$ cat src/rtl/fpga_cfg_pkg.sv
// Shared definitions for the fabric configuration loader: target map, sizes and FSM states.
package fpga_cfg_pkg;

    localparam int N_TARGETS = 22;
    localparam int N_WORDS   = 33;
    localparam int CFG_SEL_W = 5;

    // Bit i is set when target i is a LUT tile (two words) rather than a switch box (one word).
    localparam logic [N_TARGETS-1:0] TARGET_IS_LUT = 22'h0F_F0E0;

    localparam logic [CFG_SEL_W-1:0] SB_11 = 5'd0;
    localparam logic [CFG_SEL_W-1:0] SB_12 = 5'd1;
    localparam logic [CFG_SEL_W-1:0] SB_13 = 5'd2;
    localparam logic [CFG_SEL_W-1:0] SB_14 = 5'd3;
    localparam logic [CFG_SEL_W-1:0] SB_15 = 5'd4;
    localparam logic [CFG_SEL_W-1:0] LT_21 = 5'd5;
    localparam logic [CFG_SEL_W-1:0] LT_22 = 5'd6;
    localparam logic [CFG_SEL_W-1:0] LT_23 = 5'd7;
    localparam logic [CFG_SEL_W-1:0] SB_31 = 5'd8;
    localparam logic [CFG_SEL_W-1:0] SB_32 = 5'd9;
    localparam logic [CFG_SEL_W-1:0] SB_33 = 5'd10;
    localparam logic [CFG_SEL_W-1:0] SB_34 = 5'd11;
    localparam logic [CFG_SEL_W-1:0] LT_41 = 5'd12;
    localparam logic [CFG_SEL_W-1:0] LT_42 = 5'd13;
    localparam logic [CFG_SEL_W-1:0] LT_43 = 5'd14;
    localparam logic [CFG_SEL_W-1:0] LT_51 = 5'd15;
    localparam logic [CFG_SEL_W-1:0] LT_52 = 5'd16;
    localparam logic [CFG_SEL_W-1:0] LT_53 = 5'd17;
    localparam logic [CFG_SEL_W-1:0] LT_54 = 5'd18;
    localparam logic [CFG_SEL_W-1:0] LT_55 = 5'd19;
    localparam logic [CFG_SEL_W-1:0] SB_61 = 5'd20;
    localparam logic [CFG_SEL_W-1:0] SB_62 = 5'd21;

    localparam logic [CFG_SEL_W-1:0] LAST_TARGET = SB_62;

    typedef enum logic [2:0] {
        IDLE    = 3'd0,
        LOAD_LO = 3'd1,
        LOAD_HI = 3'd2,
        CHECK   = 3'd3,
        DONE    = 3'd4,
        ERROR   = 3'd5
    } cfg_state_t;

    function automatic logic is_lut(input logic [CFG_SEL_W-1:0] t);
        return TARGET_IS_LUT[t];
    endfunction

endpackage

$ cat src/rtl/fpga_cfg_if.sv
// Boot-stream and configuration-bus signals between a boot source and the loader.
interface fpga_cfg_if;
    import fpga_cfg_pkg::*;

    logic                 start;
    logic [31:0]          in_data;
    logic                 in_valid;
    logic                 in_ready;
    logic [CFG_SEL_W-1:0] cfg_sel;
    logic [32:0]          cfg_data;
    logic                 cfg_we;
    logic                 done;
    logic                 error;
    logic                 fabric_en;
    cfg_state_t           state;

    // A word moves on the rising edge where in_valid && in_ready; the source holds in_data
    // stable while in_valid is high and unaccepted, and in_ready never looks at in_valid.
    modport master (
        output start, in_data, in_valid,
        input  in_ready, cfg_sel, cfg_data, cfg_we, done, error, fabric_en, state
    );

    modport slave (
        input  start, in_data, in_valid,
        output in_ready, cfg_sel, cfg_data, cfg_we, done, error, fabric_en, state
    );

endinterface

$ cat src/rtl/fpga_cfg_loader.sv
// Streams the 33-word image into the 22 fabric targets and enables the fabric once committed.
// Optional trailing XOR checksum word is compiled in with FPGA_CFG_CHECKSUM_EN.
module fpga_cfg_loader
    import fpga_cfg_pkg::*;
(
    input  logic      clock,
    input  logic      reset_n,
    fpga_cfg_if.slave bus
);

    cfg_state_t           state_q, state_d;
    logic [CFG_SEL_W-1:0] tgt_q, tgt_d;
    logic [31:0]          lo_q, lo_d;
    logic [CFG_SEL_W-1:0] sel_q, sel_d;
    logic [32:0]          data_q, data_d;
    logic                 we_q, we_d;
    logic                 done_q, done_d;
    logic                 accept;
    logic                 last_tgt;
    logic                 wr_fire;
    logic [32:0]          wr_val;
`ifdef FPGA_CFG_CHECKSUM_EN
    logic [31:0]          xor_q, xor_d;
    logic                 err_q, err_d;
`endif

    // start forces a restart, so a word offered in that cycle is left with the source.
    assign bus.in_ready = (state_q == LOAD_LO || state_q == LOAD_HI || state_q == CHECK)
                          && !bus.start;
    assign accept       = bus.in_valid && bus.in_ready;
    assign last_tgt     = (tgt_q == LAST_TARGET);

    always_comb begin
        state_d = state_q;
        tgt_d   = tgt_q;
        lo_d    = lo_q;
        sel_d   = sel_q;
        data_d  = data_q;
        we_d    = 1'b0;
        done_d  = done_q;
        wr_fire = 1'b0;
        wr_val  = '0;
`ifdef FPGA_CFG_CHECKSUM_EN
        xor_d   = xor_q;
        err_d   = err_q;
`endif
        if (bus.start) begin
            state_d = LOAD_LO;
            tgt_d   = '0;
            lo_d    = '0;
            done_d  = 1'b0;
`ifdef FPGA_CFG_CHECKSUM_EN
            xor_d   = '0;
            err_d   = 1'b0;
`endif
        end else begin
            case (state_q)
                LOAD_LO: begin
                    if (accept) begin
`ifdef FPGA_CFG_CHECKSUM_EN
                        xor_d = xor_q ^ bus.in_data;
`endif
                        if (is_lut(tgt_q)) begin
                            lo_d    = bus.in_data;
                            state_d = LOAD_HI;
                        end else begin
                            wr_fire = 1'b1;
                            wr_val  = {1'b0, bus.in_data};
                        end
                    end
                end
                LOAD_HI: begin
                    if (accept) begin
`ifdef FPGA_CFG_CHECKSUM_EN
                        xor_d = xor_q ^ bus.in_data;
`endif
                        // Only bit 0 of the high word is meaningful for a LUT.
                        wr_fire = 1'b1;
                        wr_val  = {bus.in_data[0], lo_q};
                    end
                end
`ifdef FPGA_CFG_CHECKSUM_EN
                CHECK: begin
                    if (accept) begin
                        if (bus.in_data == xor_q) begin
                            state_d = DONE;
                            done_d  = 1'b1;
                        end else begin
                            state_d = ERROR;
                            err_d   = 1'b1;
                        end
                    end
                end
`endif
                default: begin
                end
            endcase

            if (wr_fire) begin
                we_d   = 1'b1;
                sel_d  = tgt_q;
                data_d = wr_val;
                tgt_d  = tgt_q + CFG_SEL_W'(1);
                if (last_tgt) begin
`ifdef FPGA_CFG_CHECKSUM_EN
                    state_d = CHECK;
`else
                    state_d = DONE;
                    done_d  = 1'b1;
`endif
                end else begin
                    state_d = LOAD_LO;
                end
            end
        end
    end

    always_ff @(posedge clock or negedge reset_n) begin
        if (!reset_n) begin
            state_q <= IDLE;
            tgt_q   <= '0;
            lo_q    <= '0;
            sel_q   <= '0;
            data_q  <= '0;
            we_q    <= 1'b0;
            done_q  <= 1'b0;
`ifdef FPGA_CFG_CHECKSUM_EN
            xor_q   <= '0;
            err_q   <= 1'b0;
`endif
        end else begin
            state_q <= state_d;
            tgt_q   <= tgt_d;
            lo_q    <= lo_d;
            sel_q   <= sel_d;
            data_q  <= data_d;
            we_q    <= we_d;
            done_q  <= done_d;
`ifdef FPGA_CFG_CHECKSUM_EN
            xor_q   <= xor_d;
            err_q   <= err_d;
`endif
        end
    end

    assign bus.cfg_sel   = sel_q;
    assign bus.cfg_data  = data_q;
    assign bus.cfg_we    = we_q;
    assign bus.done      = done_q;
    assign bus.fabric_en = done_q;
    assign bus.state     = state_q;
`ifdef FPGA_CFG_CHECKSUM_EN
    assign bus.error     = err_q;
`else
    assign bus.error     = 1'b0;
`endif

endmodule

$ cat src/flat_wrapper.sv
// flat-port wrapper written by rule: the top's interface ports become plain ports
module fpga_cfg_loader_flat import fpga_cfg_pkg::*;
  (clock, reset_n, bus_start, bus_in_data, bus_in_valid, bus_in_ready, bus_cfg_sel, bus_cfg_data, bus_cfg_we, bus_done, bus_error, bus_fabric_en, bus_state);
  fpga_cfg_if bus_i ();
  input  logic clock;
  input  logic reset_n;
  input wire logic [$bits(bus_i.start)-1:0] bus_start;
  input wire logic [$bits(bus_i.in_data)-1:0] bus_in_data;
  input wire logic [$bits(bus_i.in_valid)-1:0] bus_in_valid;
  output wire logic [$bits(bus_i.in_ready)-1:0] bus_in_ready;
  output wire logic [$bits(bus_i.cfg_sel)-1:0] bus_cfg_sel;
  output wire logic [$bits(bus_i.cfg_data)-1:0] bus_cfg_data;
  output wire logic [$bits(bus_i.cfg_we)-1:0] bus_cfg_we;
  output wire logic [$bits(bus_i.done)-1:0] bus_done;
  output wire logic [$bits(bus_i.error)-1:0] bus_error;
  output wire logic [$bits(bus_i.fabric_en)-1:0] bus_fabric_en;
  output wire logic [$bits(bus_i.state)-1:0] bus_state;
  assign bus_i.start = bus_start;
  assign bus_i.in_data = bus_in_data;
  assign bus_i.in_valid = bus_in_valid;
  assign bus_in_ready = bus_i.in_ready;
  assign bus_cfg_sel = bus_i.cfg_sel;
  assign bus_cfg_data = bus_i.cfg_data;
  assign bus_cfg_we = bus_i.cfg_we;
  assign bus_done = bus_i.done;
  assign bus_error = bus_i.error;
  assign bus_fabric_en = bus_i.fabric_en;
  assign bus_state = bus_i.state;
  fpga_cfg_loader u_core (.clock(clock), .reset_n(reset_n), .bus(bus_i));
endmodule
$ cat config.mk
export PLATFORM = sky130hd
export DESIGN_NAME = fpga_cfg_loader_flat
export DESIGN_NICKNAME = d
export VERILOG_FILES = /design/src/rtl/fpga_cfg_pkg.sv /design/src/rtl/fpga_cfg_if.sv /design/src/rtl/fpga_cfg_loader.sv /design/src/flat_wrapper.sv
export SDC_FILE = /design/constraint.sdc
export NUM_CORES = 1
export LEC_CHECK = 0
export CORE_MARGIN = 10
export CORE_UTILIZATION = 54
export CTS_CLUSTER_DIAMETER = 30
export DETAILED_ROUTE_END_ITERATION = 8
export PLACE_DENSITY = 0.85
export SETUP_SLACK_MARGIN = 0.3
export SLEW_MARGIN = 5
export SYNTH_ARGS = -nofsm -noshare
export SYNTH_HDL_FRONTEND = slang
export SYNTH_SLANG_ARGS = --single-unit
$ cat constraint.sdc
create_clock -name clock -period 4.2 [get_ports clock]
set_clock_uncertainty 0.05 [all_clocks]
set_input_delay 1.05 -clock clock [delete_from_list [all_inputs] [get_ports clock]]
set_output_delay 1.05 -clock clock [all_outputs]
set_load 0.005 [all_outputs]
# ---- Word level (Yosys, flattened, before mapping)
# Memories as Yosys holds them, arrays and structs flattened.
# Index checks and enable logic that the tools add are counted.
dict set report word_totals {
  reg_bits 80
  mem_bits_ro 32
  output_inout_bits 46
  elab_cells 59
  memories 1
}
dict set report classes {
  add_sub_neg 1
  magnitude_cmp 1
  eq_ne 4
  muxes 27
  n_bitwise 1
  n_reduce_logical 17
}
# name depth word_bits rd rd_clocked_by_memory_dff wr line
set memory_table {}
lappend memory_table {{(name not given)} 32 1 1 0 0 fpga_cfg_pkg.sv:46} ;# return TARGET_IS_LUT[t];
# operator count
set op_table {}
lappend op_table {{32-bit two-way mux} 5}
lappend op_table {{33-bit two-way mux} 2}
lappend op_table {{33-bit case mux with 2 select lines} 1}
lappend op_table {{3-bit two-way mux} 6}
lappend op_table {{1-bit two-way mux} 10}
lappend op_table {{5-bit two-way mux} 2}
lappend op_table {{2-bit nonzero test} 5}
lappend op_table {{3-bit nonzero test} 3}
lappend op_table {{3-bit by 2-bit == test with 1-bit output (second input constant)} 2}
lappend op_table {{5-bit by 6-bit < comparator with 1-bit output (second input constant)} 1}
lappend op_table {{3-bit AND reduction} 2}
lappend op_table {{5-bit by 1-bit adder with 5-bit output (second input constant)} 1}
lappend op_table {{5-bit == test (second input constant)} 1}
lappend op_table {{2-bit AND reduction} 2}
lappend op_table {{3-bit by 1-bit == test with 1-bit output (second input constant)} 1}
lappend op_table {{1-bit logical AND} 2}
lappend op_table {{1-bit logical OR} 2}
lappend op_table {{1-bit case mux with 2 select lines} 1}
lappend op_table {{1-bit zero test} 1}
lappend op_table {{1-bit NOT} 1}

# ---- Depth between registers and ports, before layout
dict set report depth {
  ltp_word 10
  depth_mapped 8
}

# ---- Worst setup path after synthesis
# OpenSTA, ideal clock, no wires.
dict set report synth_timing {
  kind {input to output}
  start {input port bus_start}
  end {output port bus_in_ready}
  t_arrival_ns 1.610
  slack_ns 1.490
  path_stages 3
  path_buffers 2
  path_cell_list {clkbuf_1 > clkbuf_1 > nor3_1}
}
dict set report synth_between {
  elab_chain_len 2
}
# element line
set synth_rtl {}
lappend synth_rtl {{start: declaration} flat_wrapper.sv:7} ;# input wire logic [$bits(bus_i.start)-1:0] bus_start;
lappend synth_rtl {{1-bit zero test} fpga_cfg_loader.sv:29} ;# && !bus.start;
lappend synth_rtl {{1-bit logical AND} fpga_cfg_loader.sv:29}
lappend synth_rtl {{end: declaration} flat_wrapper.sv:10} ;# output wire logic [$bits(bus_i.in_ready)-1:0] bus_in_ready;
# No other way between the ends.

# ---- Worst setup path after layout
# Ends and elaborated chain as after synthesis.

==> flow_metrics.env <==
export IMPL_cellPowerDensity_nw_per_um2=392
export IMPL_grt_total_usage_pct=17.5
export IMPL_crit_fanout=2
export IMPL_cp_end_kind="output port"
export IMPL_synth_most_common_cell="dfrtp_1"
export IMPL_vias=2922
export IMPL_yosys_area_top_type="dfrtp_1"
export IMPL_fmax_mhz=306
export IMPL_ys_seq_area_share_pct=54.6
export IMPL_p_seq_share_pct=48.5
export IMPL_p_int_mw=1.40
export IMPL_irDropWorstVdd_mv=0.262
export IMPL_synthFlopType="dfrtp_1"
export IMPL_yosysWarnings=0
export IMPL_clock_root_buffer="clkbuf_8"
export IMPL_fp_row_count=29
export IMPL_drtPass1Iterations=4
export IMPL_ant_nets=0
export IMPL_gp_congestion=0.716
export IMPL_finalWirelength_um=9160
export IMPL_ioPinCount=82
export IMPL_syn_area_um2=3660
export IMPL_slew_violations=0
export IMPL_ys_seq_elements=80
export IMPL_timing_final_crit_period_ns=3.27
export IMPL_start_util_pct=56.7
export IMPL_synthTopCellsByArea="dfrtp_1 (55%), a221o_1 (8.7%), nand2b_1 (6.8%), and2_1 (5.5%), o21ai_0 (4.9%)"
export IMPL_synthArstFlopShare_pct=100
export IMPL_critPathLaunchType="input port"
export IMPL_grt_pass1_vias=2961
export IMPL_swShare_pct=24.2
export IMPL_tns_ns=0
export IMPL_postCtsSetupRepairBufs=0
export IMPL_leakage_nw=2.01
export IMPL_timing_final_hold_violations=0
export IMPL_status="completed"
export IMPL_hold_buffers=0
export IMPL_hpwl_um=6000
export IMPL_coreArea_um2=6460
export IMPL_gr_total_overflow=0
export IMPL_p_sw_uw=446
export IMPL_arrival_ns=2.17
export IMPL_fp_dieW_um=102
export IMPL_fin_nets=450
export IMPL_io_buffers=80
export IMPL_required_ns=3.10
export IMPL_drive_gt1_share_pct=8.67
export IMPL_die_area_um2=10500
export IMPL_wl_per_cell_um=18.6
export IMPL_synthToLayoutAreaGrowth_pct=28.5
export IMPL_hp_class="reg -> reg"
export IMPL_cts_resized=0
export IMPL_rsz0062_at_grt="false"
export IMPL_clk_pin_slew_ns=0.07
export IMPL_fillCellCount=455
export IMPL_drt_drc_violations_left=0
export IMPL_relSlewSlack_pct=34.3
export IMPL_postSynthCellCount=338
export IMPL_synth_commonest_cells="dfrtp_1 (80), nand2b_1 (40), o21ai_0 (36)"
export IMPL_placed_cell_area_um2=4510
export IMPL_die_height_um=102
export IMPL_design_area_um2=4710
export IMPL_setup_violations=0
export IMPL_grt_pass1_wl_um=14700
export IMPL_power_frac_comb_pct=19.2
export IMPL_cts_sinks=80
export IMPL_timing_hold_ws_ns=0.463
export IMPL_cts_tree="built"
export IMPL_critical_path_class="in -> out"
export IMPL_synth_distinct_cells=38
export IMPL_antenna_found_initial=0
export IMPL_crit_chain="clkdlybuf4s50_1, nor3_1, clkdlybuf4s50_1"
export IMPL_slowest_delay_ns=0.53
export IMPL_clkPwrFrac_pct=32.3
export IMPL_grt_max_degree=81
export IMPL_antenna_cells_inserted=0
export IMPL_tightest_slew_ns=0.986
export IMPL_clock_latency_ns=0.34
export IMPL_syn_num_nets=377
export IMPL_cts_buffers=9
export IMPL_viasPerCell=5.94
export IMPL_synth_top_cell_area_share_pct=54.6
export IMPL_clockBufferDepth=2
export IMPL_drv_cap=0
export IMPL_syn_area_per_cell_um2=10.8
export IMPL_drtIter0Drc=211
export IMPL_period_share_pct=77.9
export IMPL_crit_top_cell="clkdlybuf4s50_1"
export IMPL_cpMaxStageDelayCell="clkdlybuf4s50_1"
export IMPL_synth_edff_count=0
export IMPL_h_tree_depth=3
routing by layer:
layer / up-vias / track usage, % / part of all wire, %
li1: 1359 / - / -
met1: 1449 / 22.5 / 43
met2: 108 / 27.2 / 47
met3: 6 / 6.07 / 9.3
met4: 0 / 5.21 / 0.71
met5: - / 0 / 0
state kept, by name, indices dropped and copies added (netlist names):
register,flops
u_core.bus.cfg_data,33
u_core.bus.cfg_sel,5
u_core.bus.cfg_we,1
u_core.bus.done,1
u_core.bus.state,3
u_core.lo_q,32
u_core.tgt_q,5
path summary, 6_finish.rpt:
check                                      start                 endpoint  cells past startpoint  slack, ns
min                        u_core.bus.cfg_sel[3]    u_core.bus.cfg_sel[3]                      1       0.46
max in group asynchronous                reset_n   u_core.bus.cfg_data[0]                      1       2.66
max reg2reg                      u_core.tgt_q[0]          u_core.tgt_q[0]                      7       1.89
min reg2reg                u_core.bus.cfg_sel[3]    u_core.bus.cfg_sel[3]                      1       0.46
min in group asynchronous                reset_n  u_core.bus.cfg_data[20]                      1       0.81
max                                    bus_start             bus_in_ready                      3       0.93
critical path: cells and delay by family:
family	cells	cell delay, ns
buffers and inverters	2	0.95
and+or+nand+nor	1	0.17
stage by stage:
stage	power [mW]	setup slack, ns	cells	utilization, %
finish	1.85	0.930	492	72.9
global route	1.92	0.873	492	72.9
CTS	1.86	0.917	492	72.9
detailed placement	1.27	0.914	477	69.8
global placement	1.26	0.929	477	69.8
floorplan	1.03	1.49	338	-
cell type report:
class | count | area (µm²) | area share (%)
flip-flops and latches | 80 | 2000 | 42.5
multi-input cells | 228 | 1530 | 32.5
repair buffers | 89 | 866 | 18.4
clock buffers | 11 | 131 | 2.79
well taps | 77 | 96.3 | 2.05
clock inverters | 4 | 70.1 | 1.49
inverters | 3 | 11.3 | 0.239
cells by family after synthesis:
kind of cell / after synthesis / synth area share [%]
simple gates: 132 / 21.4
flops: 80 / 54.6
fa+ha+maj: 3 / 1.02
buf+inv: 30 / 3.93
compound gates: 84 / 16.5
other cells: 1 / 0.102
mux: 8 / 2.36
power groups by stage:
stage               clock network, mW  logic, mW  registers [mW]
finish                          0.597      0.355           0.895
global route                    0.633      0.384           0.903
CTS                             0.600      0.362           0.896
detailed placement                  0      0.360           0.910
global placement                    0      0.351           0.907
floorplan                           0      0.120           0.908
cell usage in the layout (no fill, tap or decap), types with 3 or more instances in the layout:
cell              n
mux2_2            5
nor2_1            7
ha_1              3
a21oi_1           4
inv_1             3
dfrtp_1          80
mux2i_1           3
nor3_1            4
a31oi_1           3
nand3_1          33
nand2_1           5
clkbuf_8          9
o21ai_0          36
nand2b_1         40
a221o_1          32
clkdlybuf4s50_1  79
buf_4            10
and2_1           32
Note: power is estimated with default switching activity, not from simulation.
